`src/rtl/mux_sel_sequencer_if.sv`:
```
// mux_sel_sequencer_if: request/dwell inputs and mux select outputs of the select sequencer
interface mux_sel_sequencer_if #(
    parameter int DWELL_W = 8
);
    logic               en;
    logic [5:0]         req;
    logic [DWELL_W-1:0] dwell;
    logic               lock;
    logic [2:0]         sel;
    logic               sel_valid;
    logic [5:0]         grant;
    logic               switch_pulse;
    modport master (output en, req, dwell, lock, input sel, sel_valid, grant, switch_pulse);
    modport slave  (input en, req, dwell, lock, output sel, sel_valid, grant, switch_pulse);
endinterface

```
`src/rtl/mux_sel_sequencer.sv`:
```
// mux_sel_sequencer: round-robin 6-way mux select generator with minimum dwell and owner lock
module mux_sel_sequencer #(
    parameter int         DWELL_W     = 8,
    parameter logic [2:0] DEFAULT_SEL = 3'd5
) (
    input  logic               clk,
    input  logic               rst_n,
    mux_sel_sequencer_if.slave bus
);
    typedef enum logic {IDLE, HOLD} state_t;
    state_t             state, nstate;
    logic [2:0]         sel_q, nsel, last, nlast, win;
    logic [DWELL_W-1:0] cnt, ncnt;
    logic               pulse, npulse;
    logic [7:0]         req_x;
    logic [3:0]         s;
    assign req_x = {2'b00, bus.req};
    always_comb begin
        win = last;
        s   = '0;
        for (int i = 6; i >= 1; i--) begin
            s   = {1'b0, last} + 4'(i);
            s   = s >= 4'd6 ? s - 4'd6 : s;
            win = req_x[s[2:0]] ? s[2:0] : win;
        end
    end
    always_comb begin
        nstate = state;
        nsel   = sel_q;
        ncnt   = cnt;
        nlast  = last;
        npulse = 1'b0;
        if (!bus.en) begin
            nstate = IDLE;
            ncnt   = '0;
        end else if (state == IDLE) begin
            if (bus.req != '0) begin
                nstate = HOLD;
                nsel   = win;
                nlast  = win;
                ncnt   = bus.dwell;
                npulse = 1'b1;
            end
        end else if (cnt != '0) begin
            ncnt = cnt - 1'b1;
        end else if (bus.lock && req_x[sel_q]) begin
            ncnt = bus.dwell;
        end else if (bus.req == '0) begin
            nstate = IDLE;
        end else begin
            nsel   = win;
            nlast  = win;
            ncnt   = bus.dwell;
            npulse = win != sel_q;
        end
    end
    always_ff @(posedge clk) begin
        if (!rst_n) begin
            state <= IDLE;
            sel_q <= DEFAULT_SEL;
            cnt   <= '0;
            last  <= 3'd5;
            pulse <= 1'b0;
        end else begin
            state <= nstate;
            sel_q <= nsel;
            cnt   <= ncnt;
            last  <= nlast;
            pulse <= npulse;
        end
    end
    assign bus.sel          = sel_q;
    assign bus.sel_valid    = state == HOLD;
    assign bus.grant        = state == HOLD ? 6'd1 << sel_q : 6'd0;
    assign bus.switch_pulse = pulse;
endmodule

```
`src/flat_wrapper.sv`:
```
// flat-port wrapper written by rule: the top's interface ports become plain ports
module mux_sel_sequencer_flat 
#(
    parameter int         DWELL_W     = 8,
    parameter logic [2:0] DEFAULT_SEL = 3'd5
)
  (clk, rst_n, bus_en, bus_req, bus_dwell, bus_lock, bus_sel, bus_sel_valid, bus_grant, bus_switch_pulse);
  mux_sel_sequencer_if #(.DWELL_W(DWELL_W)) bus_i ();
  input  logic clk;
  input  logic rst_n;
  input wire logic [$bits(bus_i.en)-1:0] bus_en;
  input wire logic [$bits(bus_i.req)-1:0] bus_req;
  input wire logic [$bits(bus_i.dwell)-1:0] bus_dwell;
  input wire logic [$bits(bus_i.lock)-1:0] bus_lock;
  output wire logic [$bits(bus_i.sel)-1:0] bus_sel;
  output wire logic [$bits(bus_i.sel_valid)-1:0] bus_sel_valid;
  output wire logic [$bits(bus_i.grant)-1:0] bus_grant;
  output wire logic [$bits(bus_i.switch_pulse)-1:0] bus_switch_pulse;
  assign bus_i.en = bus_en;
  assign bus_i.req = bus_req;
  assign bus_i.dwell = bus_dwell;
  assign bus_i.lock = bus_lock;
  assign bus_sel = bus_i.sel;
  assign bus_sel_valid = bus_i.sel_valid;
  assign bus_grant = bus_i.grant;
  assign bus_switch_pulse = bus_i.switch_pulse;
  mux_sel_sequencer #(.DWELL_W(DWELL_W), .DEFAULT_SEL(DEFAULT_SEL)) u_core (.clk(clk), .rst_n(rst_n), .bus(bus_i));
endmodule
```
`config.mk`:
```
export PLATFORM = sky130hd
export DESIGN_NAME = mux_sel_sequencer_flat
export DESIGN_NICKNAME = d
export VERILOG_FILES = /design/src/rtl/mux_sel_sequencer_if.sv /design/src/rtl/mux_sel_sequencer.sv /design/src/flat_wrapper.sv
export SDC_FILE = /design/constraint.sdc
export NUM_CORES = 1
export LEC_CHECK = 0
export CAP_MARGIN = 20
export CORE_UTILIZATION = 48
export DETAILED_ROUTE_END_ITERATION = 16
export GPL_ROUTABILITY_DRIVEN = 1
export PLACE_DENSITY = 0.74
export SKIP_LAST_GASP = 1
export SYNTH_ARGS = -nofsm -noshare
export SYNTH_HDL_FRONTEND = slang
export SYNTH_SLANG_ARGS = --single-unit
```
`constraint.sdc`:
```
create_clock -name clk -period 3.41 [get_ports clk]
set_clock_uncertainty 0.2 [all_clocks]
set_input_delay 0.682 -clock clk [delete_from_list [all_inputs] [get_ports clk]]
set_output_delay 0.682 -clock clk [all_outputs]
set_load 0.02 [all_outputs]
```
**Word-level counts from Yosys, hierarchy flattened**

Index checks and enable logic that the tools add are counted.

- Shift-type cells: 1
- Order comparisons: 13
- Div/mod/pow operators: 0
- Add/sub/neg operators: 13
- Multipliers: 0
- Reductions and logical operators: 8
- Equality and inequality tests: 5
- Bitwise gates (word level): 0
- Muxes and demuxes: 46

Operators by type and width:

| operator | count |
|---|---|
| two-way mux 3 bit | 17 |
| two-way mux 8 bit | 5 |
| < comparator 3 x 4 -> 1 bit, second input constant | 7 |
| >= comparator 4 x 3 -> 1 bit, second input constant | 6 |
| binary-select mux 1 bit (select 3 bit) | 7 |
| subtractor 3 bit, second input constant | 6 |
| two-way mux 1 bit | 16 |
| adder 3 x 3 -> 4 bit, second input constant | 3 |
| adder 3 x 2 -> 4 bit, second input constant | 2 |
| nonzero test 8 bit | 1 |
| subtractor 8 x 1 -> 8 bit, second input constant | 1 |
| logical NOT 6 bit | 1 |
| two-way mux 6 bit | 1 |
| inequality test 2 bit, second input constant | 3 |
| nonzero test 6 bit | 1 |
| left shift 1 x 3 -> 6 bit, first input constant | 1 |
| AND reduction 5 bit | 1 |
| adder 3 x 1 -> 4 bit, second input constant | 1 |
| inequality test 4 bit, second input constant | 1 |
| AND reduction 2 bit | 2 |
| inequality test 3 bit | 1 |
| nonzero test 2 bit | 1 |
| logical AND 1 bit | 1 |

- Word-level logic and storage cells: 90
- Bits in latches: 0
- Bits in writable memories: 0
- Memories: 0
- ROM bits: 0
- Bits in registers: 13
- Input bits: 18
- Output and inout port bits: 11

**Logic depth before layout (Yosys ltp)**

- Depth after elaboration: 16
- Gate-level depth with buffers: 14
- Mapped depth without buffers: 11

**Worst setup path after synthesis**

No wires, ideal clock.

- Path kind: register to register
- From: reg u_core.sel_q[1] (netlist: u_core.bus.sel[1])
- To: reg u_core.pulse (netlist: u_core.bus.switch_pulse)
- Clock period less this slack: 3.304 ns
- Buffers on the path: 2
- Data arrival time: 2.982 ns
- Required time: 3.088 ns
- Setup time: 0.122 ns
- Stages on the path, launching flop included: 13
- Path slack: 0.106 ns
- Cell sequence: dfxtp_1 buf_2 inv_1 ha_1 clkbuf_1 or4b_1 o311a_1 nand3_2 mux2i_1 o31ai_1 o211ai_1 xnor2_1 o311a_1

- Longest elaborated chain between the ends: 16
- Elaborated cells on any way between the ends: 50
- Those cells by class: 12 x add/sub; 6 x order compare; 1 x eq/ne; 30 x mux; 1 x reduce/logical

Ends and longest elaborated chain:

| item | RTL line | text |
|---|---|---|
| start: declaration | mux_sel_sequencer.sv:12 | `logic [2:0] sel_q, nsel, last, nlast, win;` |
| start signal: assignment | mux_sel_sequencer.sv:66 | `sel_q <= nsel;` |
| adder 3 x 3 -> 4 bit | - |  |
| >= comparator 4 x 3 -> 1 bit or subtractor 3 bit (tied branches) | - |  |
| two-way mux 3 bit | - |  |
| binary-select mux 1 bit (select 3 bit) | - |  |
| two-way mux 1 bit | - |  |
| two-way mux 3 bit (6 in a row) | - |  |
| inequality test 3 bit | mux_sel_sequencer.sv:54 | `npulse = win != sel_q;` |
| two-way mux 1 bit | mux_sel_sequencer.sv:48 | `end else if (bus.req == '0) begin` |
| two-way mux 1 bit * | mux_sel_sequencer.sv:46 | `end else if (bus.lock && req_x[sel_q]) begin` |
| two-way mux 1 bit * | mux_sel_sequencer.sv:44 | `end else if (cnt != '0) begin` |
| two-way mux 1 bit * | mux_sel_sequencer.sv:36 | `end else if (state == IDLE) begin` |
| end signal: assignment | mux_sel_sequencer.sv:69 | `pulse <= npulse;` |
| end: declaration | mux_sel_sequencer.sv:14 | `logic pulse, npulse;` |

Every way passes the cells marked *; elsewhere a longest branch is shown, timed or not. The select of a mux whose other input is x is not followed.
A chain may end at the register's enable or synchronous reset.

**Worst setup path in the final report**

Same ends and word-level chain as after synthesis.

==> impl_results.md <==
- Seq cells post-synth: 13
- Area share of fa/ha/maj cells after synthesis: 10.1%
- Register area share after synthesis: 16.2%
- Hold Crit Class: register to register
- Setup violations, final: 0
- Post-synthesis simple-gate area fraction: a little over a quarter
- # DRC: 0
- Main combinational cell family by area after synthesis: compound AO/OA/AOI/OAI gates
- Crit-path max FO: 12
- Multi-input logic area: 1240 sq um
- DR iter-0 viols: 51
- Main flop type after synthesis: dfxtp_1
- Mux cell area share after synthesis: 8.70%
- Post-synthesis xor/xnor area fraction: 3.26%
- Yosys Warn Count: 0
- Final hold violation count: 0
- CP Data Arrival Time: 3150 ps
- IO Pins: 29
- Top post-synthesis cells by area: dfxtp_1, ha_1, nand2_1
- Total power: 0.00144 W
- Crit path required time: approximately 3400 ps
- Final period utilization: about 93%
- Crit. End Element: register
- Post-synth EDFFs: 0
- # rows: 20
- Clock Path Buffers: 2
- Filler Cell Count: between 200 and 300
- RePlAce Congestion: 0.875
- Max-slew violation count: 0
- CP endpoint: u_core.bus.switch_pulse
- Number of setup buffers added after CTS: 0
- Final Critical Period: about 3200 ps
- Path type of the worst setup path: register to register
- PwrDens: 709 nW/um^2
- Die Wd: 59.9 microns
- R2r setup slk: 230 ps
- Via count: 1729
- Share of the synthesized area in the top cell type: 16.2%
- Root buffer cell: clkbuf_4
- Syn nets: 250
- Area Growth Syn to Fin: 26.5%
- Mapped Area: ~1600 sq um
- Gr usage total: 25.3%
- Reg2Reg Launch Point: u_core.bus.sel[1]
- Switching share of power: slightly below 50%
- Net switching power: 0.000698 W
- ANT nets after route: 0
- Library cells used by synthesis: 51
- Largest net degree at the start of global routing: 19
- HPWL Detailed: ~3.4 mm
- CTS H-Tree Depth: 1
- Maxcap violations: 0
- Area occupied by registers: 260 sq um
- First-pass GRT wire length: 6.78 mm
- Syn_area_per_cell: 7.35 sq um
- Hold-fix buffer count after cts: 0
- Die Y: 59.9 microns
- VDD IR-drop max: 0.000417 V
- Starting Density: 51.5%
- Worst slew margin: 68.2%
- Leakage: 0.878 nW
- Slew @ Worst Pin: 473 ps
- Terminus of the critical flop-to-flop path: u_core.bus.switch_pulse
- RSZ-0062 raised after global routing: no
- Comb power frac: 79.9%
- Clk pin slew, worst setup/hold paths: 80 ps
- Drt wl/cell: ~14 microns
- # clock sinks: 13
- First drt pass iteration count: 4
- Clock latency on the worst-skew pair: ~280 ps
- Worst Setup SP: u_core.bus.sel[1]
- Vias in the first global route: 1490
- Int Power: ~0.00075 W
- Status: finished, final reports clean
- Post-CTS Resized: 0
- Cells after Synth: 219
- Hold Slack: ~320 ps
- Synth Area in Compound Gates: approximately 28%
- CP Launch Type: register
- Die area: 3590 sq um
- Port bufs: 28
- GRT overflow: 0
- Leading area contributor after synthesis: dfxtp_1
- Total wire length: 4.19 mm
- Placeable Area: 3130 sq um
- Clock Power Share: 6.8%
- Total CTS buffers: 3
- DR vias/cell: 5.78
- Share of post-route cells with drive strength above 1: 11.8%
- N_diodes: 0
- Nets: 287
- FMAX: 314 MHz
- Initial antenna violation count: 0
- Path depth of the worst reg2reg path: 10
- Seq pwr share: a little over an eighth
- Setup TNS: 0 ps
- Post-synth ARST share: 0%
- TritonCTS clock tree: done
## state kept, by name (all words and copies together) (netlist names)
| name | cells |
|---|---|
| u_core.bus.sel | 3 |
| u_core.bus.sel_valid | 1 |
| u_core.cnt | 8 |
| u_core.bus.switch_pulse | 1 |
## layer usage
| layer | up-vias | GRT usage [%] | share of wire [%] |
|---|---|---|---|
| met5 | - | 0 | 0 |
| li1 | 885 | - | - |
| met1 | 781 | 35.2 | 50 |
| met3 | 10 | 4.33 | 4.6 |
| met2 | 53 | 39.8 | 43 |
| met4 | 0 | 7.31 | 2.2 |
## synth_stat cells, types with 2 or more instances
cell type	number
a31oi_1	3
mux2_2	5
buf_6	2
ha_1	13
a211oi_1	4
o21ai_0	15
buf_2	2
o211ai_1	7
nand3_1	4
a22oi_1	7
clkbuf_1	10
xnor2_1	4
o311a_1	2
and3_1	4
or3_1	2
o211a_1	2
a21oi_1	9
mux2i_1	7
dfxtp_1	13
nor2b_1	2
xor2_1	2
nor3_1	7
o22ai_1	2
and2_1	6
nor2_1	19
inv_1	8
nand2b_1	3
o31ai_1	3
nor4_1	3
nand2_1	27
a311oi_1	2
## layout by cell type, fill, tap and decap left out, types with 3 or more instances in the layout
cell type,count
nand2b_1,3
clkdlybuf4s50_1,28
and3_1,4
nor3_1,7
buf_4,19
nor4_1,3
ha_1,13
a31oi_1,3
nand2_1,27
nor2_1,19
a211oi_1,4
mux2_2,5
clkbuf_4,3
a22oi_1,7
o31ai_1,3
dfxtp_1,13
nand3_1,4
mux2i_1,7
o211ai_1,7
and2_1,6
inv_1,8
a21oi_1,9
o21ai_0,15
xnor2_1,4
## worst max-delay path, cell delays in order (launching register included)
cell and delay [ps]:
dfxtp_1 420, inv_1 180, ha_1 560, or4b_1 480
o311a_1 150, nand3_2 100, mux2i_1 230, o31ai_1 80
o211ai_1 240, xnor2_1 100, o311a_1 340
## worst min-delay path by stage
| stage | startpoint | endpoint | slack, ps | cells past startpoint |
|---|---|---|---|---|
| finish | u_core.cnt[1] | u_core.cnt[1] | 320 | 2 |
| global placement | u_core.cnt[1] | u_core.cnt[1] | 300 | 2 |
| floorplan | u_core.cnt[0] | u_core.cnt[0] | 280 | 1 |
| CTS | u_core.cnt[1] | u_core.cnt[1] | 320 | 2 |
| global route | u_core.cnt[1] | u_core.cnt[1] | 340 | 2 |
| detailed placement | u_core.cnt[1] | u_core.cnt[1] | 310 | 2 |
## logic make-up (layout without fill, tap and decap cells)
group           count (synthesis)  in the layout
simple gates                   87             87
mux                            13             13
flops                          13             13
buf+inv                        23             59
fa+ha+maj                      13             13
compound gates                 64             64
xor+xnor                        6              6
## through the flow
step                setup WS [ps]  cell area (sq um)  utilization [%]  std cells
floorplan                     106               1610                -        219
global placement              115               2010             64.3        295
detailed placement           46.2               2010             64.3        295
CTS                           220               2040             65.1        299
global route                 15.4               2040             65.1        299
finish                        228               2040             65.1        299
## power by group through the flow
stage	Clock [W]	Combinational, W	Sequential, W
finish	0.0000982	0.00115	0.000191
detailed placement	0	0.00114	0.000195
floorplan	0	0.000854	0.000210
global placement	0	0.00114	0.000195
global route	0.000107	0.00127	0.000196
CTS	0.0000999	0.00115	0.000192
## area by class of cell
class / instances / share of cell area (%)
Sequential cell: 13 / 12.8
Multi-Input combinational cell: 183 / 61.0
Clock buffer: 4 / 1.29
Timing Repair Buffer: 47 / 20.8
Tap cell: 44 / 2.70
Inverter: 8 / 1.47
No activity file was read; power rests on OpenSTA's default activity.
